$ cat src/rtl/vector_square_iter_if.sv
// Handshake bundle for vector_square_iter: operand vector in, square vector out.
// Carries the per-lane ovf flags only when VECTOR_SQUARE_OVF_EN is defined.
interface vector_square_iter_if #(
  parameter int WIDTH = 24,
  parameter int LANES = 2
);
  logic                       in_valid;
  logic                       in_ready;
  logic [LANES*WIDTH-1:0]     in_data;
  logic                       out_valid;
  logic                       out_ready;
  logic [LANES*2*WIDTH-1:0]   out_data;
`ifdef VECTOR_SQUARE_OVF_EN
  logic [LANES-1:0]           ovf;

  modport master (
    output in_valid, in_data, out_ready,
    input  in_ready, out_valid, out_data, ovf
  );

  modport slave (
    input  in_valid, in_data, out_ready,
    output in_ready, out_valid, out_data, ovf
  );
`else
  modport master (
    output in_valid, in_data, out_ready,
    input  in_ready, out_valid, out_data
  );

  modport slave (
    input  in_valid, in_data, out_ready,
    output in_ready, out_valid, out_data
  );
`endif
endinterface

$ cat src/rtl/vector_square_iter.sv
// Multi-lane bit-serial squarer: one multiplier bit per clock, all lanes in lockstep.
// Optional per-lane overflow flags (square wider than WIDTH bits) under VECTOR_SQUARE_OVF_EN.
module vector_square_iter #(
  parameter int WIDTH  = 24,
  parameter int LANES  = 2,
  parameter int SIGNED = 1
) (
  input  logic                  clk,
  input  logic                  rst_n,
  vector_square_iter_if.slave   bus
);
  localparam int CW = (WIDTH > 2) ? $clog2(WIDTH) : 1;
  localparam int PW = 2 * WIDTH;

  typedef enum logic [1:0] {
    IDLE = 2'd0,
    BUSY = 2'd1,
    DONE = 2'd2
  } state_t;

  state_t          state_reg;
  state_t          state_next;
  logic [CW-1:0]   cnt_reg;
  logic            in_ready_int;
  logic            out_valid_int;
  logic            accept;
  logic            last_bit;
  logic            busy_step;
  logic            finish;
  logic            release_out;
  logic [LANES*PW-1:0] out_flat;

  assign last_bit    = (cnt_reg == CW'(WIDTH - 1));
  assign accept      = in_ready_int && bus.in_valid;
  assign busy_step   = (state_reg == BUSY);
  assign finish      = busy_step && last_bit;
  assign release_out = (state_reg == DONE) && bus.out_ready;

  always_ff @(posedge clk or negedge rst_n) begin
    if (!rst_n) begin
      state_reg <= IDLE;
    end else begin
      state_reg <= state_next;
    end
  end

  always_comb begin
    state_next = state_reg;
    case (state_reg)
      IDLE:    if (accept)       state_next = BUSY;
      BUSY:    if (last_bit)     state_next = DONE;
      DONE:    if (bus.out_ready) state_next = IDLE;
      default: state_next = IDLE;
    endcase
  end

  // in_ready is gated by rst_n so it reads 0 while reset is held, even though state is IDLE.
  always_comb begin
    in_ready_int  = 1'b0;
    out_valid_int = 1'b0;
    case (state_reg)
      IDLE:    in_ready_int  = rst_n;
      DONE:    out_valid_int = 1'b1;
      default: ;
    endcase
  end

  assign bus.in_ready  = in_ready_int;
  assign bus.out_valid = out_valid_int;
  assign bus.out_data  = out_flat;

  always_ff @(posedge clk or negedge rst_n) begin
    if (!rst_n) begin
      cnt_reg <= '0;
    end else if (accept || finish) begin
      cnt_reg <= '0;
    end else if (busy_step) begin
      cnt_reg <= cnt_reg + 1'b1;
    end
  end

`ifdef VECTOR_SQUARE_OVF_EN
  logic [LANES-1:0] ovf_flat;
  assign bus.ovf = ovf_flat;
`endif

  generate
    for (genvar gi = 0; gi < LANES; gi++) begin : g_lane
      logic [WIDTH-1:0] operand;
      logic [WIDTH-1:0] mag_in;
      logic [WIDTH-1:0] mag_reg;
      logic [PW-1:0]    acc_reg;
      logic [PW-1:0]    res_reg;
      logic [PW-1:0]    addend;
      logic [PW-1:0]    acc_sum;

      assign operand = bus.in_data[gi*WIDTH +: WIDTH];
      // Negating the most negative value wraps to 2^(WIDTH-1), which is the correct unsigned magnitude.
      assign mag_in  = ((SIGNED != 0) && operand[WIDTH-1]) ? (~operand + 1'b1) : operand;
      assign addend  = mag_reg[cnt_reg] ? ({{WIDTH{1'b0}}, mag_reg} << cnt_reg) : '0;
      assign acc_sum = acc_reg + addend;

      always_ff @(posedge clk or negedge rst_n) begin
        if (!rst_n) begin
          mag_reg <= '0;
          acc_reg <= '0;
        end else if (accept) begin
          mag_reg <= mag_in;
          acc_reg <= '0;
        end else if (busy_step) begin
          acc_reg <= last_bit ? '0 : acc_sum;
        end
      end

      // The final partial product is folded in on the same edge that enters DONE.
      always_ff @(posedge clk or negedge rst_n) begin
        if (!rst_n) begin
          res_reg <= '0;
        end else if (finish) begin
          res_reg <= acc_sum;
        end else if (release_out) begin
          res_reg <= '0;
        end
      end

      assign out_flat[gi*PW +: PW] = res_reg;

`ifdef VECTOR_SQUARE_OVF_EN
      logic ovf_reg;

      always_ff @(posedge clk or negedge rst_n) begin
        if (!rst_n) begin
          ovf_reg <= 1'b0;
        end else if (finish) begin
          ovf_reg <= |acc_sum[PW-1:WIDTH];
        end else if (release_out) begin
          ovf_reg <= 1'b0;
        end
      end

      assign ovf_flat[gi] = ovf_reg;
`endif
    end
  endgenerate
endmodule

$ cat src/flat_wrapper.sv
// flat-port wrapper written by rule: the top's interface ports become plain ports
module vector_square_iter_flat 
#(
  parameter int WIDTH  = 24,
  parameter int LANES  = 2,
  parameter int SIGNED = 1
)
  (clk, rst_n, bus_in_valid, bus_in_data, bus_out_ready, bus_in_ready, bus_out_valid, bus_out_data);
  vector_square_iter_if #(.WIDTH(WIDTH), .LANES(LANES)) bus_i ();
  input  logic clk;
  input  logic rst_n;
  input wire logic [$bits(bus_i.in_valid)-1:0] bus_in_valid;
  input wire logic [$bits(bus_i.in_data)-1:0] bus_in_data;
  input wire logic [$bits(bus_i.out_ready)-1:0] bus_out_ready;
  output wire logic [$bits(bus_i.in_ready)-1:0] bus_in_ready;
  output wire logic [$bits(bus_i.out_valid)-1:0] bus_out_valid;
  output wire logic [$bits(bus_i.out_data)-1:0] bus_out_data;
  assign bus_i.in_valid = bus_in_valid;
  assign bus_i.in_data = bus_in_data;
  assign bus_i.out_ready = bus_out_ready;
  assign bus_in_ready = bus_i.in_ready;
  assign bus_out_valid = bus_i.out_valid;
  assign bus_out_data = bus_i.out_data;
  vector_square_iter #(.WIDTH(WIDTH), .LANES(LANES), .SIGNED(SIGNED)) u_core (.clk(clk), .rst_n(rst_n), .bus(bus_i));
endmodule
$ cat config.mk
export PLATFORM = sky130hd
export DESIGN_NAME = vector_square_iter_flat
export DESIGN_NICKNAME = d
export VERILOG_FILES = /design/src/rtl/vector_square_iter_if.sv /design/src/rtl/vector_square_iter.sv /design/src/flat_wrapper.sv
export SDC_FILE = /design/constraint.sdc
export NUM_CORES = 1
export LEC_CHECK = 0
export ABC_AREA = 0
export CAP_MARGIN = 20
export CORE_MARGIN = 2
export CORE_UTILIZATION = 35
export CTS_CLUSTER_SIZE = 30
export DETAILED_ROUTE_END_ITERATION = 6
export GPL_TIMING_DRIVEN = 0
export PLACE_DENSITY_LB_ADDON = 0.05
export SYNTH_ARGS = -nofsm -noshare
export SYNTH_HDL_FRONTEND = slang
export SYNTH_SLANG_ARGS = --single-unit
$ cat constraint.sdc
create_clock -name clk -period 6.9 [get_ports clk]
set_input_delay 0.69 -clock clk [delete_from_list [all_inputs] [get_ports clk]]
set_output_delay 0.69 -clock clk [all_outputs]
set_load 0.05 [all_outputs]
==> flow_summary.yaml <==
pwr:
  clkPwrFrac_pct: 12.5
  p_leak_nw: 9.69
  p_int_mw: 6.01
  pwr_density_cell_nw_per_um2: 560
  seq_power_share_pct: 20.1
  swShare_pct: 51.4
  ir_drop_uv: 218
  pwr-share-comb_pct: 67.4
  power.switching_mw: 6.35
global_routing:
  grt_overflow: 0
  grt_max_degree: 114
  track_usage_pct: 24.0
  grt_antenna_before_repair: 0
  grt_pass1_vias: 17050
  grt_pass1_wl_um: 105000
synthesis:
  synth.distinct_cells: 85
  syn_area_um2: 18700
  syn_nets: 2285
  yosys_most_used_dff: "dfrtp_1"
  synth_enable_flop_cells: 0
  synthArstFlopShare_pct: 100
  post_synth.cell_area_avg_um2: 8.76
  netlist_instances: 2134
  yosysWarnings: 0
  synth-seq-cells: 247
  ys_seq_area_share_pct: 33.1
timing:
  rsz0062_at_grt: "no"
  finalSetupViolations: 0
  timing.hold.ws_ns: 0.0185
  fin_crit_ns: 6.01
  skew_ns: 0.0199
  slew_violations: 0
  hold_viol_final: 0
  relSlewSlack_pct: 32.1
  worst_pin_slew_ns: 1.02
  timing.final.crit_share_pct: 87.2
  timing.fmax_mhz: 166
setup_path:
  crit_type: "reg -> reg"
  crit_top_cell: "o21ai_0"
  slowest_delay_ns: 0.62
  cp_top_family: "compound AO/OA/AOI/OAI gates"
  path_cells: "buf_2, buf_1, clkbuf_1, clkbuf_1, nor2_1, nor2_1, mux2i_1, a211oi_1, ha_1, nand2_1, o21ai_0, a211o_1, a21oi_1, a211oi_2, o21bai_1, o21ai_0, xnor2_1, o21ai_0"
  critPathBufInv: 4
  worst_setup_path_start_kind: "flip-flop"
  cp_data_required_time_ns: 7.30
  slowest_stage: "a211oi_1"
  worstPathMaxFanout: 10
  end_kind: "flip-flop"
  arrival_ns: 6.42
drt:
  finalWirelength_um: 67400
  via_count: 17472
  avgViaCountPerCell: 5.77
  antenna_left: 0
  first_iter_violations: 1267
  wl_per_cell_um: 22.3
  drcViolationCount: 0
  firstDrtPassIters: 5
cells_and_area:
  final-seq-area_um2: 6180
  nets: 2470
  n_antenna_cell: 0
  syn2layout_area_growth_pct: 18.2
  final_cell_mix: "dfrtp_1, nand2_1, nor2_1"
  drive_above_1_share_pct: 6.41
  final_util_pct: 41.9
  multi_input_area_um2: 11800
  fillers: 5337
  layout_commonest_cell: "dfrtp_1"
clocking:
  cts_buffer_depth: 3
  cts_tree: "built"
  cts.clk_slew.worst_paths_ns: 0.06
  root_buffer: "clkbuf_16"
  ctsResizeCount: 0
  cts_setup_buffers: 0
  clk_latency_ns: 0.58
  hold_buffers: 0
  cts_buffers: 29
  clock_sinks: 247
  h-tree-depth: 1
floorplanning:
  die_w_um: 235
  num_rows: 84
  boundaryPins: 150
  die_y_um: 235
  die-area_um2: 55300
  core_um2: 52700
  initial_core_util_pct: 35.5
job:
  drv_cap: 0
place:
  portBuffers: 149
  gp_congestion: 0.934
  hpwl_um: 53900
run_status:
  status: "finished clean"
hold_path:
  hp-class: "in -> async"
[cell usage after synthesis (33+ instances only)]
| library cell | instances | share of area, % |
|---|---|---|
| nor2_1 | 201 | 4.0 |
| xnor2_1 | 54 | 2.5 |
| nand2_1 | 238 | 4.8 |
| mux2i_1 | 63 | 3.4 |
| o21ai_0 | 171 | 4.6 |
| xor2_1 | 72 | 3.4 |
| ha_1 | 97 | 6.5 |
| clkbuf_1 | 109 | 2.2 |
| nand3_1 | 33 | 0.88 |
| dfrtp_1 | 247 | 33 |
| a21oi_1 | 160 | 4.3 |
| a22o_1 | 168 | 7.9 |
| a21o_1 | 39 | 1.6 |
[stage by stage]
step                      worst slack [ns]  total power [mW]   TNS, ns  instance area, µm²  std cells
after detailed placement             0.984              10.7         0               21100       2976
after global placement               -6.55              10.7  -2323.74               21000       2971
after global routing                 0.536              13.3         0               22100       3028
after CTS                            0.970              12.3         0               22100       3028
final                                0.886              12.4         0               22100       3028
after floorplan                       2.34              8.26         0               18700       2134
[routing by layer]
| layer | global-route usage, % | up-vias | wire (µm) |
|---|---|---|---|
| li1 | - | 8307 | - |
| met1 | 36.2 | 8633 | 33300 |
| met2 | 37.5 | 465 | 29800 |
| met3 | 2.06 | 67 | 3160 |
| met4 | 4.53 | 0 | 1110 |
| met5 | 0 | - | 0 |
[worst register-to-register path, stage by stage (launching register included)]
cell and delay (ns):
dfrtp_1 0.31, buf_2 0.28, buf_1 0.44, clkbuf_1 0.53, clkbuf_1 0.53, nor2_1 0.12, nor2_1 0.22, mux2i_1 0.16
a211oi_1 0.62, ha_1 0.42, nand2_1 0.22, o21ai_0 0.16, a211o_1 0.35, a21oi_1 0.24, a211oi_2 0.15, o21bai_1 0.52
o21ai_0 0.24, xnor2_1 0.23, o21ai_0 0.13
[cells by family after synthesis]
family / count (synthesis) / synth area share (%)
simple gates: 640 / 15.4
fa+ha+maj: 99 / 6.71
flops: 247 / 33.1
xor+xnor: 126 / 5.91
mux: 108 / 7.95
buf+inv: 171 / 3.69
compound gates: 743 / 27.2
[power by group through the flow]
stage	clock network, mW	logic [mW]	registers [mW]
2_1_floorplan	0	5.45	2.81
3_3_place_gp	0	8.21	2.49
3_5_place_dp	0	8.24	2.49
4_1_cts	1.59	8.27	2.48
5_1_grt	1.65	9.09	2.56
6_report	1.55	8.33	2.48
[worst paths after layout]
kind,cells after the start,slack [ns],end,from
min in group clk,2,0.49,u_core.g_lane[1].acc_reg[13],u_core.g_lane[1].acc_reg[13]
worst max-delay path,18,0.89,u_core.g_lane[1].acc_reg[42],u_core.cnt_reg[2]
worst min register to register,2,0.49,u_core.g_lane[1].acc_reg[13],u_core.g_lane[1].acc_reg[13]
max in group asynchronous,2,5.96,u_core.g_lane[1].res_reg[37],rst_n
worst min-delay path,1,0.02,u_core.g_lane[0].acc_reg[29],rst_n
worst max register to register,18,0.89,u_core.g_lane[1].acc_reg[42],u_core.cnt_reg[2]
[layout make-up]
class | instances | share of cell area [%]
Multi-Input combinational cell | 1716 | 53.5
Clock buffer | 40 | 3.70
Inverter | 27 | 0.459
Clock inverter | 12 | 0.561
Sequential cell | 247 | 28.0
Tap cell | 688 | 3.90
Buffer | 144 | 2.66
Timing Repair Buffer | 154 | 7.20
(Power assumes the default switching activity.)
